==> src/rtl/alu_issue_if.sv <==
// alu_issue_if: op-in and result-out valid/ready handshakes of alu_issue_stage
interface alu_issue_if #(
  parameter int WIDTH = 32
);
  logic             in_valid;
  logic             in_ready;
  logic [2:0]       in_command;
  logic [WIDTH-1:0] in_operand_a;
  logic [WIDTH-1:0] in_operand_b;
  logic             out_valid;
  logic             out_ready;
  logic [WIDTH-1:0] out_result;
  logic             out_carryout;
  logic             out_zero;
  logic             out_overflow;
  modport master (
    output in_valid, in_command, in_operand_a, in_operand_b, out_ready,
    input  in_ready, out_valid, out_result, out_carryout, out_zero, out_overflow
  );
  modport slave (
    input  in_valid, in_command, in_operand_a, in_operand_b, out_ready,
    output in_ready, out_valid, out_result, out_carryout, out_zero, out_overflow
  );
endinterface

==> src/rtl/alu_issue_stage.sv <==
// alu_issue_stage: registered issue/retire stage around a combinational ALU with result FIFO and sticky status
// Optional accumulator operand forwarding is enabled by defining ALU_ISSUE_ACC_EN.
module alu_issue_stage #(
  parameter int WIDTH = 32,
  parameter int DEPTH = 2,
  parameter int CNT_W = 16
) (
  input  logic             clk,
  input  logic             rst_n,
  alu_issue_if.slave       io,
`ifdef ALU_ISSUE_ACC_EN
  input  logic             in_use_acc,
`endif
  output logic [2:0]       alu_command,
  output logic [WIDTH-1:0] alu_operand_a,
  output logic [WIDTH-1:0] alu_operand_b,
  input  logic [WIDTH-1:0] alu_result,
  input  logic             alu_carryout,
  input  logic             alu_zero,
  input  logic             alu_overflow,
  input  logic             clr_sticky,
  output logic             ovf_sticky,
  output logic [CNT_W-1:0] op_count
);
  localparam int aw = $clog2(DEPTH);
  localparam logic [aw:0] full = DEPTH[aw:0];
  typedef struct packed {
    logic [WIDTH-1:0] result;
    logic             carryout;
    logic             zero;
    logic             overflow;
  } entry_t;
  entry_t           mem [DEPTH];
  logic [aw-1:0]    wr_ptr, rd_ptr;
  logic [aw:0]      count;
  logic             ex_valid, in_fire, ex_fire, pop;
  logic [WIDTH-1:0] cap_a;
  assign pop         = io.out_valid & io.out_ready;
  assign ex_fire     = ex_valid & ((count < full) | pop);
  assign io.in_ready = ~ex_valid | ex_fire;
  assign in_fire     = io.in_valid & io.in_ready;
`ifdef ALU_ISSUE_ACC_EN
  logic [WIDTH-1:0] acc_q;
  always_ff @(posedge clk or negedge rst_n)
    if (!rst_n) acc_q <= '0;
    else if (ex_fire) acc_q <= alu_result;
  // the retiring op's result is not in acc_q yet, so forward it directly
  assign cap_a = in_use_acc ? (ex_fire ? alu_result : acc_q) : io.in_operand_a;
`else
  assign cap_a = io.in_operand_a;
`endif
  always_ff @(posedge clk or negedge rst_n)
    if (!rst_n) begin
      ex_valid      <= 1'b0;
      alu_command   <= '0;
      alu_operand_a <= '0;
      alu_operand_b <= '0;
    end else begin
      ex_valid <= in_fire | (ex_valid & ~ex_fire);
      if (in_fire) begin
        alu_command   <= io.in_command;
        alu_operand_a <= cap_a;
        alu_operand_b <= io.in_operand_b;
      end
    end
  always_ff @(posedge clk or negedge rst_n)
    if (!rst_n) begin
      for (int i = 0; i < DEPTH; i++) mem[i] <= '0;
      wr_ptr <= '0;
      rd_ptr <= '0;
      count  <= '0;
    end else begin
      if (ex_fire) begin
        mem[wr_ptr] <= {alu_result, alu_carryout, alu_zero, alu_overflow};
        wr_ptr      <= wr_ptr + 1'b1;
      end
      if (pop) rd_ptr <= rd_ptr + 1'b1;
      count <= (ex_fire & ~pop) ? count + 1'b1 : (~ex_fire & pop) ? count - 1'b1 : count;
    end
  assign io.out_valid    = |count;
  assign io.out_result   = mem[rd_ptr].result;
  assign io.out_carryout = mem[rd_ptr].carryout;
  assign io.out_zero     = mem[rd_ptr].zero;
  assign io.out_overflow = mem[rd_ptr].overflow;
  always_ff @(posedge clk or negedge rst_n)
    if (!rst_n) begin
      ovf_sticky <= 1'b0;
      op_count   <= '0;
    end else begin
      ovf_sticky <= (ex_fire & alu_overflow) | (ovf_sticky & ~clr_sticky);
      if (ex_fire) op_count <= op_count + 1'b1;
    end
endmodule
==> src/flat_wrapper.sv <==
// flat-port wrapper written by rule: the top's interface ports become plain ports
module alu_issue_stage_flat 
#(
  parameter int WIDTH = 32,
  parameter int DEPTH = 2,
  parameter int CNT_W = 16
)
  (clk, rst_n, alu_command, alu_operand_a, alu_operand_b, alu_result, alu_carryout, alu_zero, alu_overflow, clr_sticky, ovf_sticky, op_count, io_in_valid, io_in_command, io_in_operand_a, io_in_operand_b, io_out_ready, io_in_ready, io_out_valid, io_out_result, io_out_carryout, io_out_zero, io_out_overflow);
  alu_issue_if #(.WIDTH(WIDTH)) io_i ();
  input  logic clk;
  input  logic rst_n;
  output logic [2:0] alu_command;
  output logic [WIDTH-1:0] alu_operand_a;
  output logic [WIDTH-1:0] alu_operand_b;
  input  logic [WIDTH-1:0] alu_result;
  input  logic alu_carryout;
  input  logic alu_zero;
  input  logic alu_overflow;
  input  logic clr_sticky;
  output logic ovf_sticky;
  output logic [CNT_W-1:0] op_count;
  input wire logic [$bits(io_i.in_valid)-1:0] io_in_valid;
  input wire logic [$bits(io_i.in_command)-1:0] io_in_command;
  input wire logic [$bits(io_i.in_operand_a)-1:0] io_in_operand_a;
  input wire logic [$bits(io_i.in_operand_b)-1:0] io_in_operand_b;
  input wire logic [$bits(io_i.out_ready)-1:0] io_out_ready;
  output wire logic [$bits(io_i.in_ready)-1:0] io_in_ready;
  output wire logic [$bits(io_i.out_valid)-1:0] io_out_valid;
  output wire logic [$bits(io_i.out_result)-1:0] io_out_result;
  output wire logic [$bits(io_i.out_carryout)-1:0] io_out_carryout;
  output wire logic [$bits(io_i.out_zero)-1:0] io_out_zero;
  output wire logic [$bits(io_i.out_overflow)-1:0] io_out_overflow;
  assign io_i.in_valid = io_in_valid;
  assign io_i.in_command = io_in_command;
  assign io_i.in_operand_a = io_in_operand_a;
  assign io_i.in_operand_b = io_in_operand_b;
  assign io_i.out_ready = io_out_ready;
  assign io_in_ready = io_i.in_ready;
  assign io_out_valid = io_i.out_valid;
  assign io_out_result = io_i.out_result;
  assign io_out_carryout = io_i.out_carryout;
  assign io_out_zero = io_i.out_zero;
  assign io_out_overflow = io_i.out_overflow;
  alu_issue_stage #(.WIDTH(WIDTH), .DEPTH(DEPTH), .CNT_W(CNT_W)) u_core (.clk(clk), .rst_n(rst_n), .io(io_i), .alu_command(alu_command), .alu_operand_a(alu_operand_a), .alu_operand_b(alu_operand_b), .alu_result(alu_result), .alu_carryout(alu_carryout), .alu_zero(alu_zero), .alu_overflow(alu_overflow), .clr_sticky(clr_sticky), .ovf_sticky(ovf_sticky), .op_count(op_count));
endmodule
==> config.mk <==
export PLATFORM = sky130hd
export DESIGN_NAME = alu_issue_stage_flat
export DESIGN_NICKNAME = d
export VERILOG_FILES = /design/src/rtl/alu_issue_if.sv /design/src/rtl/alu_issue_stage.sv /design/src/flat_wrapper.sv
export SDC_FILE = /design/constraint.sdc
export NUM_CORES = 1
export LEC_CHECK = 0
export CAP_MARGIN = 15
export CORE_UTILIZATION = 40
export CTS_CLUSTER_DIAMETER = 200
export DETAILED_ROUTE_END_ITERATION = 8
export MAX_ROUTING_LAYER = met4
export PLACE_DENSITY = 0.72
export SLEW_MARGIN = 15
export SYNTH_ARGS = -nofsm -noshare
export SYNTH_HDL_FRONTEND = slang
export SYNTH_SLANG_ARGS = --single-unit
==> constraint.sdc <==
create_clock -name clk -period 4.6 [get_ports clk]
set_input_delay 0.92 -clock clk [delete_from_list [all_inputs] [get_ports clk]]
set_output_delay 0.92 -clock clk [all_outputs]
set_load 0.02 [all_outputs]
==> impl_metrics.ini, run 1 <==
[outcome]
outcome = finished, final reports clean

[yosys]
synth-seq-area-share_pct = 61.8
synth_top_area_share_pct = 61.8
synthTopCellsByArea = dfrtp_1 62%, mux2_2 30%, xnor2_1 1.8%
ys_types = 25
synth-seq-cells = 159
yosysWarnings = 0
syn_area_um2 = 6440
synth.largest_area_cell = dfrtp_1
synthCells = 412
syn-num-nets = 521
synth_area_per_cell_um2 = 15.6

[clock_tree]
tritoncts = built
clock_latency_ns = 0.41
htree_num_levels = 4
cts_hold_buffers = 0
clkSinkCount = 159
cts_resized = 0
post-cts-setup-buffer-count = 0
max-clock-path-buffers = 2
clk_pin_slew_ns = 0.06
root_buffer = clkbuf_16
cts_buffers = 17

[pwr]
p_clk_share_pct = 22.4
power_mw = 6.17
leakagePower_nw = 3.94
seqPwrFrac_pct = 35.5
share_comb_of_total_power_pct = 42.1
vdd_ir_drop_max_uv = 280
p_sw_mw = 1.96
intPower_mw = 4.21
swShare_pct = 31.8
power.density_nw_per_um2 = 648

[timing]
worstMarginPinSlew_ns = 0.910
slew_violations = 0
fmax_mhz = 289
holdWs_ns = 0.484
final.setup_skew_ns = 0.00848
tns_ns = 0
hold_violations = 0
rsz0062_at_grt = no
finalCritPeriodShare_pct = 75.2
setup_viol = 0
max-slew-margin-rel_pct = 39.1
period_needed_ns = 3.46

[routing]
drtAntennaViolNets = 0
drt_pass1_iterations = 6
wirelength_mm = 14.7
routedWlPerCell_um = 16.9
route.vias.total = 4191
viasPerCell = 4.81
drc = 0
drt_iter0_drc = 120

[setup_path]
rr_endpoint = u_core.mem[61]
setup.worst_path.class = reg -> out
crit_fanout = 18
regToRegStartpoint = u_core.count[1]
crit_path_start_kind = register
cp.arrival_ns = 2.54
ff2ff_path_depth = 5
reg2reg_slack_ns = 2.21
cp-end-kind = primary output
cp.required_ns = 3.68

[global_routing]
grt_max_degree = 98
grt_pass1_vias = 4586
antenna_found_initial = 0
grt_use_total_pct = 18.6
grt_pass1_wl_mm = 22.8
overflow = 0

[die]
core_um2 = 15800
start_util_pct = 40.7
die_y_um = 129
die_area_um2 = 16600
fp.dieW_um = 129
rows = 46
ioPinCount = 228

[final_layout]
final_nets = 754
stdcell_count = 872
drive_above_1_share_pct = 32.2
final_util_pct = 60.1
antenna_cells = 0
syn2layout_area_growth_pct = 47.7
layout_commonest_cell = clkdlybuf4s50_1
layout_common_cells = 226 x clkdlybuf4s50_1, 173 x mux2_2, 159 x dfrtp_1

[worst_hold_path]
hold_path_startpoint = u_core.op_count[15]
min_path_cells = 1
hold_path.class = reg -> reg
hold_path_end = u_core.op_count[15]

[placement]
dp_hpwl_mm = 10.5
dp_cells = 842
gp_congestion = 0.734
port_buffers = 227

[flow_run]
maxCapViolCount = 0
## worst max path at each step
stage | from | endpoint
floorplan | u_core.rd_ptr | io_out_result[10]
global placement | io_out_ready | u_core.mem[36]
detailed placement | io_out_ready | u_core.mem[63]
CTS | u_core.rd_ptr | io_out_result[30]
global route | u_core.rd_ptr | io_out_result[29]
finish | u_core.rd_ptr | io_out_result[30]
## critical path: stages (launching register included)
cell,delay [ns]
dfrtp_1,0.88
buf_4,0.33
mux2_2,0.35
clkdlybuf4s50_1,0.56
## power by group through the flow
stage                     clock network [mW]  registers (mW)  logic (mW)
after floorplan                            0            2.29        1.38
after global placement                     0            2.17        2.58
after detailed placement                   0            2.21        2.62
after CTS                               1.42            2.19        2.63
after global routing                    1.47            2.25        2.76
final                                   1.38            2.19        2.60
## through the flow
step                      instance area [um^2]  setup slack [ns]
final                                     9510              1.14
after floorplan                           6440              2.31
after detailed placement                  8940              1.16
after CTS                                 9510              1.07
after global placement                    8940              1.18
after global routing                      9510              1.01
## final cells by class
class / instances / area, um^2
Clock inverter: 5 / 78.8
Inverter: 3 / 11.3
Fill cell: 1225 / 6320
Multi-Input combinational cell: 231 / 2360
Tap cell: 216 / 270
Clock buffer: 25 / 495
Timing Repair Buffer: 233 / 2320
Sequential cell: 159 / 3980
## flip-flops by register name (all words and copies together) (netlist names)
signal / flops
u_core.mem: 70
u_core.alu_operand_a: 32
u_core.alu_operand_b: 32
u_core.op_count: 16
u_core.alu_command: 3
u_core.count: 2
u_core.ex_valid: 1
u_core.ovf_sticky: 1
u_core.rd_ptr: 1
u_core.wr_ptr: 1
## cells in the mapped netlist
master and count:
mux2_2 173, dfrtp_1 159, xnor2_1 13, buf_2 12
nand2_1 8, xor2_1 7, buf_4 4, nand3_1 4
nor2_1 4, and2_1 3, clkbuf_1 3, inv_1 3
nand4_1 3, and3_1 2, ha_1 2, nand2b_1 2
nor2b_1 2, and4_1 1, and4_4 1, nand2_2 1
nand3b_1 1, nor3_1 1, o21ai_0 1, or2_2 1
or4b_1 1
## cell families (layout without fill, tap and decap cells)
group	after synthesis	count (layout)	synth area share, %
buf+inv	22	266	1.75
fa+ha+maj	2	2	0.389
compound gates	1	1	0.0776
simple gates	35	35	3.03
xor+xnor	20	20	2.72
flops	159	159	61.8
mux	173	173	30.3
## metal layers
metal,global-route usage (%),vias up,part of all wire (%),wire length (um)
li1,-,1907,-,-
met1,21.8,2111,43,6310
met2,30.3,157,49,7190
met3,5.99,16,7.0,1040
met4,6.23,0,1.2,180
met5,-,-,0,0
(Power assumes the default switching activity.)
==> run 2, diff against run 1 <==
clock period = 3.6 ns   (was 4.6 ns; I/O delays follow)
==> run 2 against run 1 <==
Net effect:
- sequential share of layout area is 0.12 points lower
- combinational power is 29% higher
- register-to-register slack worse by 0.75 ns
- wire length is 0.56% lower
- final cell count is 0.11% higher
- critical endpoint is now io_out_result[31]
- largest cell class unchanged
==> impl_metrics.ini, run 2 (synthesis gave the netlist of run 1 again) <==
[pwr]
vdd_ir_drop_max_uv = 434
power.density_nw_per_um2 = 824
leakagePower_nw = 3.94
power_mw = 7.86

[setup_path]
crit_chain = buf_12, mux2_2, clkdlybuf4s50_1
crit_path_start_kind = register
cpMaxStageDelayCell = dfrtp_1
cp-end-kind = primary output
crit_fanout = 26
max_stage_delay_ns = 0.71
setup.worst_path.class = reg -> out
cp.arrival_ns = 2.32
ff2ff_path_depth = 5
reg2reg_slack_ns = 1.46
cp.required_ns = 2.88

[timing]
slew_violations = 0
period_needed_ns = 3.04
worstMarginPinSlew_ns = 0.640
hold_violations = 0
holdWs_ns = 0.315
setup_viol = 0
finalCritPeriodShare_pct = 84.3
setup_ws_ns = 0.565
final.setup_skew_ns = 0.00486
fmax_mhz = 329
max-slew-margin-rel_pct = 57.3
tns_ns = 0
rsz0062_at_grt = no

[worst_hold_path]
hold_path.class = in -> async

[clock_tree]
htree_num_levels = 4
clock_latency_ns = 0.41
post-cts-setup-buffer-count = 0
root_buffer = clkbuf_16
max-clock-path-buffers = 2
cts_resized = 0
tritoncts = built
clkSinkCount = 159
cts_buffers = 17
clk_pin_slew_ns = 0.06
cts_hold_buffers = 0

[final_layout]
antenna_cells = 0
reg_top3 = u_core.mem: 70 flops, u_core.alu_operand_a: 32 flops, u_core.alu_operand_b: 32 flops
drive_above_1_share_pct = 32.4
final_nets = 754
final_util_pct = 60.3
layout_commonest_cell = clkdlybuf4s50_1
largest_reg_flops = 70
top_register = u_core.mem
layout_common_cells = 226 x clkdlybuf4s50_1, 173 x mux2_2, 159 x dfrtp_1
fin_area_um2 = 9540
syn2layout_area_growth_pct = 48.1
stdcell_count = 873

[global_routing]
grt_pass1_vias = 4557
grt_use_total_pct = 18.9
grt_max_degree = 72
antenna_found_initial = 0
grt_pass1_wl_mm = 23.1
overflow = 0

[routing]
wirelength_mm = 14.6
drt_pass1_iterations = 4
drt_iter0_drc = 107
routedWlPerCell_um = 16.8
drc = 0
route.vias.total = 4219
viasPerCell = 4.83
drtAntennaViolNets = 0

[placement]
dp_hpwl_mm = 10.3
dp_cells = 842
placed_area_um2 = 8970
port_buffers = 227
gp_congestion = 0.706
dp_slack_ns = 0.596

[die]
die_y_um = 129
ioPinCount = 228
start_util_pct = 40.7
die_area_um2 = 16600
fp.dieW_um = 129
rows = 46
core_um2 = 15800

[outcome]
outcome = finished, final reports clean

[flow_run]
maxCapViolCount = 0
## run 2: cell count changes in the layout (fill, tap and decap cells not counted), sizes merged
cell,change
clkbuf,-4
clkinvlp,+4
clkinv,+1
## run 2: worst paths after layout
path | from | end
max in group asynchronous | rst_n | u_core.mem[1]
setup reg to reg | u_core.count[1] | u_core.mem[43]
min in group clk | u_core.op_count[15] | u_core.op_count[15]
setup / recovery | u_core.rd_ptr | io_out_result[31]
hold reg to reg | u_core.op_count[15] | u_core.op_count[15]
hold / removal | rst_n | u_core.mem[5]
## run 2: cell type report
class | instances | area (um^2)
clock buffer | 21 | 450
clock inverter | 10 | 114
fill | 1249 | 6290
inverter | 3 | 11.3
multi-input combinational | 231 | 2360
sequential | 159 | 3980
tap | 216 | 270
timing repair buffer | 233 | 2360
## run 2: report_power, final
part	internal, mW	total [mW]	switching, mW
clock network	1.03	1.73	0.691
logic	1.88	3.35	1.46
registers	2.42	2.79	0.370
## run 2: metal layers
layer  global-route usage, %  wire length (um)  up-vias  part of all wire, %
met5                       -                 0        -                    0
met4                    6.64               180        0                  1.2
met3                    5.70               981       18                  6.7
met2                    30.1              7200      165                   49
met1                    22.9              6270     2125                   43
li1                        -                 -     1911                    -
## run 2: worst max-delay path: cells and delay by family (launching register included)
kind | cells | cell delay [ns]
DFF | 1 | 0.71
muxes | 1 | 0.36
buffers and inverters | 2 | 0.84
==> run 3, diff against run 2 <==
clock period = 2.84 ns   (was 3.6 ns; I/O delays follow)
==> run 3 against run 2 <==
Net effect:
- worst setup slack worse by 0.26 ns
- sequential power grew 25%
- via count hardly changed
- sequential share of layout area is 0.42 points lower
- power rose by 29%
- critical path depth did not move
- hold slack got worse by 0.16 ns
- highest routed layer unchanged
==> impl_metrics.ini, run 3 (synthesis gave the netlist of run 1 again) <==
[final_layout]
final_nets = 758
reg_top3 = u_core.mem: 70 flops, u_core.alu_operand_a: 32 flops, u_core.alu_operand_b: 32 flops
top_register = u_core.mem
syn2layout_area_growth_pct = 49.6
final_util_pct = 60.9
layout_commonest_cell = clkdlybuf4s50_1
layout_common_cells = 226 x clkdlybuf4s50_1, 173 x mux2_2, 159 x dfrtp_1
drive_above_1_share_pct = 33.0
largest_reg_flops = 70
nFillCells = 1208

[clock_tree]
tritoncts = built
cts_buffers = 17
clkSinkCount = 159
clock_latency_ns = 0.41
clk_pin_slew_ns = 0.06
post-cts-setup-buffer-count = 0
root_buffer = clkbuf_16
max-clock-path-buffers = 2
cts_hold_buffers = 0
cts_resized = 0
htree_num_levels = 4

[die]
core_um2 = 15800
rows = 46
fp.dieW_um = 129
die_area_um2 = 16600
start_util_pct = 40.7
ioPinCount = 228
die_y_um = 129

[placement]
port_buffers = 227
gp_congestion = 0.706
dp_hpwl_mm = 10.3

[flow_run]
maxCapViolCount = 0

[global_routing]
grt_use_total_pct = 18.7
grt_max_degree = 68
grt_pass1_wl_mm = 23.0
overflow = 0
antenna_found_initial = 1
grt_pass1_vias = 4636

[timing]
setup_viol = 0
final.setup_skew_ns = 0.00863
period_needed_ns = 2.53
worstMarginPinSlew_ns = 0.628
fmax_mhz = 395
finalCritPeriodShare_pct = 89.2
hold_violations = 0
max-slew-margin-rel_pct = 58.2
rsz0062_at_grt = no
slew_violations = 0
tns_ns = 0
holdWs_ns = 0.150

[setup_path]
crit_path_start_kind = register
cp.required_ns = 2.27
regToRegStartpoint = u_core.count[1]
cp-end-kind = primary output
setup.worst_path.class = reg -> out
crit_fanout = 36
rr_endpoint = u_core.mem[48]
ff2ff_path_depth = 5
reg2reg_slack_ns = 1.14
cp.arrival_ns = 1.96
startpoint = u_core.rd_ptr
crit_end = io_out_result[3]

[routing]
routedWlPerCell_um = 16.6
route.vias.total = 4222
viasPerCell = 4.81
drt_iter0_drc = 119
wirelength_mm = 14.6
drc = 0
drt_pass1_iterations = 4
drtAntennaViolNets = 0

[pwr]
leakagePower_nw = 4.00
vdd_ir_drop_max_uv = 523
power_mw = 10.2
power.density_nw_per_um2 = 1050

[worst_hold_path]
hold_path.class = in -> async

[outcome]
outcome = finished, final reports clean
[run 3: cell count changes in the layout (fill, tap and decap cells not counted), sizes merged]
cell      delta
diode        +1
clkinvlp     -3
bufinv       +1
buf          +4
clkinv       +1
[run 3: worst min-delay path by stage]
stage / start / endpoint / slack (ns) / cells after the start
2_1_floorplan: rst_n / u_core.alu_command[0] / 0.27 / 0
3_3_place_gp: u_core.op_count[15] / u_core.op_count[15] / 0.47 / 1
3_5_place_dp: u_core.op_count[15] / u_core.op_count[15] / 0.46 / 1
4_1_cts: rst_n / u_core.mem[13] / 0.17 / 1
5_1_grt: rst_n / u_core.mem[11] / 0.19 / 1
6_report: rst_n / u_core.mem[11] / 0.15 / 1
[run 3: layout make-up]
type                       instances  area [um^2]  share of cell area (%)
clock inverter                     9          134                    1.39
sequential                       159         3980                    41.3
antenna                            1         2.50                  0.0260
timing repair buffer             237         2410                    25.0
inverter                           3         11.3                   0.117
tap                              216          270                    2.80
multi-input combinational        231         2360                    24.5
clock buffer                      21          470                    4.88
[run 3: metal layers]
layer  vias up  global-route usage, %  part of all wire [%]
li1       1924                      -                     -
met1      2099                   22.0                    42
met2       171                   29.6                    48
met5         -                      -                     0
met4         0                   7.34                   1.8
met3        28                   6.44                   8.0
[run 3: power breakdown]
group | switching, mW | internal, mW | total, mW | leakage, nW
clock | 0.886 | 1.45 | 2.33 | 0.295
sequential | 0.421 | 3.06 | 3.48 | 1.88
combinational | 1.91 | 2.43 | 4.33 | 1.82
total | 3.22 | 6.94 | 10.2 | 4.00
[run 3: critical path: stages, from the launching register on]
cell	delay, ns
dfrtp_1	0.37
buf_12	0.24
mux2_2	0.38
clkdlybuf4s50_1	0.55
[run 3: metrics by stage]
stage | std cells | instance area (um^2) | setup slack (ns)
3_5_place_dp | 846 | 9030 | 0.346
6_report | 877 | 9640 | 0.307
5_1_grt | 877 | 9640 | 0.229
4_1_cts | 876 | 9630 | 0.285
2_1_floorplan | 412 | 6440 | 0.900
3_3_place_gp | 846 | 9030 | 0.342
